===== src/rtl/rtc_gen.sv =====
// Real-time-clock generator for the CLINT rtc_i input: programmable internal divider or
// synchronised/deglitched external pin, with watchdog fallback and glitch-free source switching.
module rtc_gen #(
    parameter int DIV         = 2,
    parameter int SYNC_STAGES = 2,
    parameter int FILTER_LEN  = 3,
    parameter int TIMEOUT     = 1024
) (
    input  logic clk_i,
    input  logic rst_ni,
    input  logic testmode_i,
    input  logic en_i,
    input  logic ext_sel_i,
    input  logic rtc_ext_i,
    output logic rtc_o,
    output logic tick_o,
    output logic src_ext_o,
    output logic ext_lost_o
);

    localparam int HALF  = DIV / 2;
    localparam int CNT_W = (HALF > 1) ? $clog2(HALF) : 1;
    localparam int WD_W  = $clog2(TIMEOUT + 1);
    localparam int FC_W  = $clog2(FILTER_LEN + 1);

    logic [CNT_W-1:0]       cnt_r;
    logic                   rtc_int_r;
    logic [SYNC_STAGES-1:0] sync_r;
    logic                   ext_f_r;
    logic [FC_W-1:0]        flt_cnt_r;
    logic [WD_W-1:0]        wd_r;
    logic                   rtc_r;
    logic                   tick_r;
    logic                   src_ext_r;
    logic                   ext_lost_r;

    logic                   synced_s;
    logic                   ext_edge_s;
    logic                   want_ext_s;
    logic                   next_rtc_s;
    logic [WD_W-1:0]        wd_nxt_s;

    // Filter edge detect, source request and next watchdog value.
    always_comb begin
        synced_s   = sync_r[SYNC_STAGES-1];
        ext_edge_s = (synced_s != ext_f_r) && (flt_cnt_r == FC_W'(FILTER_LEN - 1));
        want_ext_s = ext_sel_i & ~testmode_i & ~ext_lost_r;
        next_rtc_s = src_ext_r ? ext_f_r : rtc_int_r;
        if (ext_edge_s) begin
            wd_nxt_s = {WD_W{1'b0}};
        end else if (en_i && (wd_r != WD_W'(TIMEOUT))) begin
            wd_nxt_s = wd_r + WD_W'(1'b1);
        end else begin
            wd_nxt_s = wd_r;
        end
    end

    // Internal divider: freezing en_i keeps the phase, it never restarts the period.
    always_ff @(posedge clk_i or negedge rst_ni) begin
        if (!rst_ni) begin
            cnt_r     <= {CNT_W{1'b0}};
            rtc_int_r <= 1'b0;
        end else if (en_i) begin
            if (cnt_r == CNT_W'(HALF - 1)) begin
                cnt_r     <= {CNT_W{1'b0}};
                rtc_int_r <= ~rtc_int_r;
            end else begin
                cnt_r     <= cnt_r + CNT_W'(1'b1);
            end
        end
    end

    // External pin synchroniser and run-length filter; any agreeing sample restarts the run.
    always_ff @(posedge clk_i or negedge rst_ni) begin
        if (!rst_ni) begin
            sync_r    <= {SYNC_STAGES{1'b0}};
            ext_f_r   <= 1'b0;
            flt_cnt_r <= {FC_W{1'b0}};
        end else begin
            sync_r <= {sync_r[SYNC_STAGES-2:0], rtc_ext_i};
            if (synced_s == ext_f_r) begin
                flt_cnt_r <= {FC_W{1'b0}};
            end else if (ext_edge_s) begin
                ext_f_r   <= synced_s;
                flt_cnt_r <= {FC_W{1'b0}};
            end else begin
                flt_cnt_r <= flt_cnt_r + FC_W'(1'b1);
            end
        end
    end

    // Watchdog on filtered external edges; lost flag tracks the saturated count.
    always_ff @(posedge clk_i or negedge rst_ni) begin
        if (!rst_ni) begin
            wd_r       <= {WD_W{1'b0}};
            ext_lost_r <= 1'b0;
        end else begin
            wd_r       <= wd_nxt_s;
            ext_lost_r <= (wd_nxt_s == WD_W'(TIMEOUT));
        end
    end

    // Output stage: the source only changes while rtc_o is low so a high phase is never cut short.
    always_ff @(posedge clk_i or negedge rst_ni) begin
        if (!rst_ni) begin
            rtc_r     <= 1'b0;
            tick_r    <= 1'b0;
            src_ext_r <= 1'b0;
        end else if (en_i) begin
            if (!rtc_r) begin
                src_ext_r <= want_ext_s;
            end
            rtc_r  <= next_rtc_s;
            tick_r <= next_rtc_s & ~rtc_r;
        end else begin
            tick_r <= 1'b0;
        end
    end

    assign rtc_o      = rtc_r;
    assign tick_o     = tick_r;
    assign src_ext_o  = src_ext_r;
    assign ext_lost_o = ext_lost_r;

endmodule


===== config.mk =====
export PLATFORM = sky130hd
export DESIGN_NAME = rtc_gen
export DESIGN_NICKNAME = d
export VERILOG_FILES = /design/src/rtl/rtc_gen.sv
export SDC_FILE = /design/constraint.sdc
export NUM_CORES = 1
export LEC_CHECK = 0
export ABC_CLOCK_PERIOD_IN_PS = 1800
export CORE_ASPECT_RATIO = 0.75
export CORE_MARGIN = 2
export CORE_UTILIZATION = 50
export CTS_CLUSTER_SIZE = 12
export DETAILED_ROUTE_END_ITERATION = 16
export PLACE_DENSITY = 0.81
export SETUP_SLACK_MARGIN = 0.1
export SYNTH_ARGS = -nofsm -noshare
export SYNTH_HDL_FRONTEND = slang
export SYNTH_SLANG_ARGS = --single-unit

===== constraint.sdc =====
create_clock -name clk_i -period 1.8 [get_ports clk_i]
set_input_delay 0.54 -clock clk_i [delete_from_list [all_inputs] [get_ports clk_i]]
set_output_delay 0.54 -clock clk_i [all_outputs]
set_load 0.05 [all_outputs]

==> results of run 1 <==
where the power goes:
group	internal, uW	switching (uW)	total [uW]
Sequential	602	171	773
Combinational	386	404	789
Clock	84.8	154	239
Total	1070	728	1800
layer usage:
| metal | part of all wire [%] | track usage [%] |
|---|---|---|
| met2 | 51 | 40.45 |
| met5 | 0 | 0 |
| met3 | 2.9 | 6.140 |
| met1 | 46 | 28.87 |
| met4 | 0 | 4.186 |
cells by family after synthesis:
group	Yosys count	share of synthesized area, %
multiplexers	5	4.729
flip-flops	21	48.44
AO/OA/AOI/OAI	9	5.997
AND/OR/NAND/NOR	46	25.84
XOR/XNOR	12	9.689
buffers and inverters	8	2.998
adder cells (fa/ha/maj)	2	2.306
worst register-to-register path, delay by kind of cell (launching register included):
| kind | cells | cell delay, ns |
|---|---|---|
| buffers and inverters | 1 | 0.08 |
| adders and majority gates | 1 | 0.15 |
| and+or+nand+nor | 3 | 0.67 |
| AOI/OAI and AO/OA | 2 | 0.34 |
| DFF | 1 | 0.43 |
cell usage after synthesis (all sizes together) (3+ instances only):
cell type	n	area share [%]
nand2	7	2.4
nor4b	3	5.0
nand4	3	2.3
nand3	3	1.4
nor2	18	6.2
inv	5	1.7
a21oi	3	1.4
nor3b	3	2.1
mux2i	4	3.7
nor3	3	2.4
xor2	6	4.8
dfrtp	21	48
xnor2	6	4.8
final cells by class:
type	instances	area (sq um)
Clock buffer	3	22.52
Clock inverter	1	7.507
Fill cell	160	641.9
Inverter	5	18.77
Multi-Input combinational cell	74	568.0
Sequential cell	21	526.8
Tap cell	24	30.03
Timing Repair Buffer	24	216.5
repair_timing:
action,4_1_cts,5_1_grt
gates resized for setup,5,4
pin swaps,2,1
setup buffers,3,1
setup endpoints to repair,4,4
how the worst max path moves through the flow:
| stage | endpoint | cells past startpoint | startpoint | slack, ns |
|---|---|---|---|---|
| after floorplan | ext_lost_o | 6 | en_i | 0.1 |
| after global placement | ext_lost_o | 6 | en_i | -0.30 |
| after detailed placement | ext_lost_o | 6 | en_i | -0.44 |
| after CTS | ext_lost_o | 7 | wd_r[1] | 0.11 |
| after global routing | ext_lost_o | 7 | wd_r[0] | -0.05 |
| final | ext_lost_o | 7 | wd_r[1] | 0.06 |
sequential cells by signal, summed over array words and instances (netlist names):
| register | flops |
|---|---|
| wd_r | 11 |
| flt_cnt_r | 2 |
| sync_r | 2 |
| ext_f_r | 1 |
| ext_lost_o | 1 |
| rtc_int_r | 1 |
| rtc_o | 1 |
| src_ext_o | 1 |
| tick_o | 1 |
per-stage QoR:
step / instance area [sq um] / setup TNS [ns] / hold WS [ns] / cells / worst slack (ns)
2_1_floorplan: 1101 / 0 / 0.2444 / 103 / 0.09503
3_3_place_gp: 1295 / -1.469 / 0.3414 / 144 / -0.3028
3_5_place_dp: 1295 / -1.948 / 0.3701 / 144 / -0.4352
4_1_cts: 1374 / 0 / 0.4001 / 151 / 0.1074
5_1_grt: 1390 / -0.05486 / 0.4210 / 152 / -0.05486
6_report: 1390 / 0 / 0.3888 / 152 / 0.06015
==> out/qor.txt, run 1 <==
Status: finished clean
Post-CTS Hold Buffers: 0
Boundary Pins: 10
TritonCTS Buffers: 3
Sequential cell area fraction in the yosys report: 48.44%
Most frequent cells in the layout: dfrtp_1 (20), nor2_1 (17), buf_4 (17), nand2_1 (7)
Slew HR: 80.67%
Drt via density: 5.434
Arr. time, crit path: 1.97 ns
Clk root buf: clkbuf_4
Final min period: 1.740 ns
Die area: 2562 sq um
Global-route wire length before repair: 4271 um
Global Route Usage Sum: 22.91%
Nets: 137
First-pass DRT Iterations: 4
Worst Tran Pin Value: 0.2876 ns
Crit Reg-Reg Endpoint: ext_lost_o
DRT antenna net count: 0
Max Clock Skew: 0.002661 ns
Post-synth ARST share: 100.0%
Crit-path max FO: 3
Via count: 826
HPWL after detailed placement: 1672 um
CP required: 2.03 ns
Clk slew on worst S/H paths: 0.12 ns
Crit-path slowest cell: dfrtp_1
Setup crit end kind: flop
Fmax: 574.8 MHz
Power Total: 1801 uW
Worst hold start: sync_r[0]
Initial core utilization: 53.39%
Routability Congestion: 0.8737
Finish-stage setup viols: 0
Fin util: 68.41%
Core area: 2032 sq um
H-tree Lvls: 1
Reg2reg setup slack: 0.06 ns
Post-synth EDFFs: 0
Mapped Cells: 103
Fin. max-slew vios: 0
Clk_lat worst skew: 0.31 ns
RSZ-0062 raised after global routing: yes
Drt drc: 0
Pleak: 0.0006205 uW
Share of post-route cells with drive strength above 1: 30.47%
Setup Crit Path Kind: flop to flop
Period utilization: 96.66%
Final Hold Fails: 0
Critical path's top delay family: simple AND/OR/NAND/NOR gates
Commonest non-fill, non-tap cell in the layout: dfrtp_1
DIE HEIGHT: 44.34 um
Max Root-Sink Buffers: 2
Initial antenna violation count: 0
Wirelength, routed: 2428 um
Syn Nets: 111
Count of different cell masters after synthesis: 31
Critical path launch point type: flop
Crit path cell chain: inv_2 -> ha_1 -> nor4b_4 -> a31o_2 -> and3_4 -> o221ai_2 -> nor4b_2
Pwr dens: 1296 nW/um^2
Flops & latches, synth: 21
CTS Sinks: 21
Wirelength per Cell: 15.97 um
Initial DRC Count: 46
TritonCTS clock tree: yes
Cell Area, Synth: 1085 sq um
Remaining global-route overflow: 0
Crit-path max cell delay: 0.43 ns
Worst min-delay path category: flop to flop
Die W: 57.79 um
Maxcap violations: 0
Antenna diode count: 0
Mean Syn Cell Area: 10.53 sq um
Synth warn: 0
Peak supply drop: 1.073 mV
Worst r2r src: wd_r[1]
WHS Path Cells: 0
FP Rows: 14
R2R cell count: 7
Area delta synth->final: 28.14%
Worst Path Buf+Inv: 1
Vias in the first global route: 871
Largest net degree at the start of global routing: 22
Worst Hold Endpoint: sync_r[1]
Post-synth top flop: dfrtp_1
Port-buffer cells: 9
Note: power is estimated with default switching activity, not from simulation.
==> run 2, diff against run 1 <==
- CTS_CLUSTER_SIZE: 12 -> 10
==> results of run 2 <==
Same layout as run 1: the final DEF is identical, and so are final timing and power.
==> run 3, diff against run 2 <==
- CORE_UTILIZATION: 50 -> 52
- CTS_BUF_LIST: default -> sky130_fd_sc_hd__clkbuf_8
- PLACE_DENSITY: 0.81 -> 0.83
==> run 3 against run 2 <==
Highest routed layer is now met4. Sequential share of layout area shrank 1.5 points. Power up 11%. First-iteration DRC count is 11% lower. Clock-buffer cell count unchanged.
==> out/qor.txt, run 3 (synthesis gave the netlist of run 1 again) <==
Status: finished clean
Max Clock Skew: 0.003312 ns
H-tree Lvls: 1
FP Rows: 14
Routability Congestion: 0.8798
Worst Tran Pin Value: 0.3071 ns
Clk_lat worst skew: 0.27 ns
Crit-path max cell delay: 0.46 ns
Fmax: 565.3 MHz
Port-buffer cells: 9
TritonCTS clock tree: yes
Finish-stage setup viols: 0
Period utilization: 98.27%
Top reg by flops: wd_r
Commonest non-fill, non-tap cell in the layout: buf_4
Core area: 1997 sq um
Die W: 56.74 um
Drt drc: 0
Maxcap violations: 0
Initial core utilization: 54.32%
Via count: 905
Final min period: 1.769 ns
Die area: 2471 sq um
DIE HEIGHT: 43.56 um
Initial antenna violation count: 0
Max reg flops: 11
Crit-path max FO: 4
Drt via density: 5.801
Slew HR: 79.35%
Boundary Pins: 10
Nets: 141
Crit-path slowest cell: dfrtp_2
Setup crit end kind: flop
Fin. max-slew vios: 0
Setup TNS: 0 ns
Critical path launch point type: flop
Worst min-delay path category: flop to flop
Peak supply drop: 1.416 mV
RSZ-0062 raised after global routing: yes
Antenna diode count: 0
Vias in the first global route: 984
Global-route wire length before repair: 4609 um
Final Hold Fails: 0
Wirelength, routed: 2726 um
Fin Hold WS: 0.3619 ns
CTS Sinks: 21
Share of post-route cells with drive strength above 1: 33.33%
Arr. time, crit path: 1.95 ns
Max Root-Sink Buffers: 2
Remaining global-route overflow: 0
Largest net degree at the start of global routing: 22
HPWL after detailed placement: 1780 um
Critical path's top delay family: simple AND/OR/NAND/NOR gates
Wirelength per Cell: 17.47 um
CP required: 1.98 ns
Area delta synth->final: 33.68%
Biggest regs: wd_r x11, flt_cnt_r x2, sync_r x2
DRT antenna net count: 0
Post-CTS Hold Buffers: 0
Worst Path Buf+Inv: 1
Pleak: 0.0006459 uW
First-pass DRT Iterations: 4
Clk root buf: clkbuf_8
Crit path cell chain: inv_2 -> ha_4 -> nor4b_4 -> a31o_2 -> and3_4 -> o221ai_2 -> nor4b_2
Most frequent cells in the layout: buf_4 (21), dfrtp_1 (19), nor2_1 (18), nand2_1 (7)
Pwr dens: 1381 nW/um^2
TritonCTS Buffers: 3
Setup Crit Path Kind: flop to flop
Initial DRC Count: 41
Global Route Usage Sum: 25.60%
Clk slew on worst S/H paths: 0.08 ns
-- run 3: changes by cell type in the layout (fill, tap and decap cells not counted) --
cell	previous run	this run
dfrtp_2	1	2
clkbuf_4	3	0
nor2_2	1	0
buf_4	17	21
nor2_1	17	18
dfrtp_1	20	19
clkbuf_8	0	3
ha_4	0	1
ha_1	2	1
-- run 3: metrics by stage --
step                area (sq um)  setup slack [ns]  total power [uW]  cells  utilization (%)
CTS                         1441           0.03693              1957    155            72.18
finish                      1450           0.03117              2002    156            72.62
floorplan                   1101           0.09503              1172    103                -
detailed placement          1295           -0.3976              1461    144            64.85
global route                1450          -0.06226              2094    156            72.62
global placement            1295           -0.2928              1412    144            64.85
-- run 3: worst reg2reg max path, delay by kind of cell, from the launching register on --
| family | cells | cell delay [ns] |
|---|---|---|
| AOI/OAI and AO/OA | 2 | 0.33 |
| buffers and inverters | 1 | 0.09 |
| and+or+nand+nor | 3 | 0.67 |
| adders and majority gates | 1 | 0.13 |
| DFF | 1 | 0.46 |
-- run 3: layout make-up --
type	instances	area, sq um
timing repair buffer	28	246.5
fill	143	546.8
clock buffer	3	41.29
sequential	21	528.0
tap	24	30.03
inverter	5	18.77
multi-input combinational	74	578.1
clock inverter	1	7.507
-- run 3: report_power, final --
part / leakage, uW / total (uW) / switching [uW] / internal [uW]
Clock: 0.0000217 / 326 / 169 / 157
Combinational: 0.000355 / 888 / 441 / 446
Sequential: 0.000269 / 789 / 183 / 605
Total: 0.000646 / 2000 / 793 / 1210
-- run 3: path summary, 6_finish.rpt --
kind / from / end / slack, ns / cells after the start
min in group asynchronous: rst_ni / tick_o / 0.61 / 2
worst min-delay path: sync_r[0] / sync_r[1] / 0.36 / 0
worst max-delay path: wd_r[1] / ext_lost_o / 0.03 / 7
max in group asynchronous: rst_ni / wd_r[1] / 0.96 / 2
worst min register to register: sync_r[0] / sync_r[1] / 0.36 / 0
worst max register to register: wd_r[1] / ext_lost_o / 0.03 / 7
-- run 3: layer usage --
metal	routed length (um)	global-route usage [%]
met5	0	0
met4	99	10.23
met3	209	6.866
met2	1300	43.26
met1	1117	31.91
-- run 3: repair_timing --
item	in CTS	in global routing
gates resized for setup	10	1
setup buffers	7	1
endpoints found under the setup margin	8	5
pin swaps	6	1
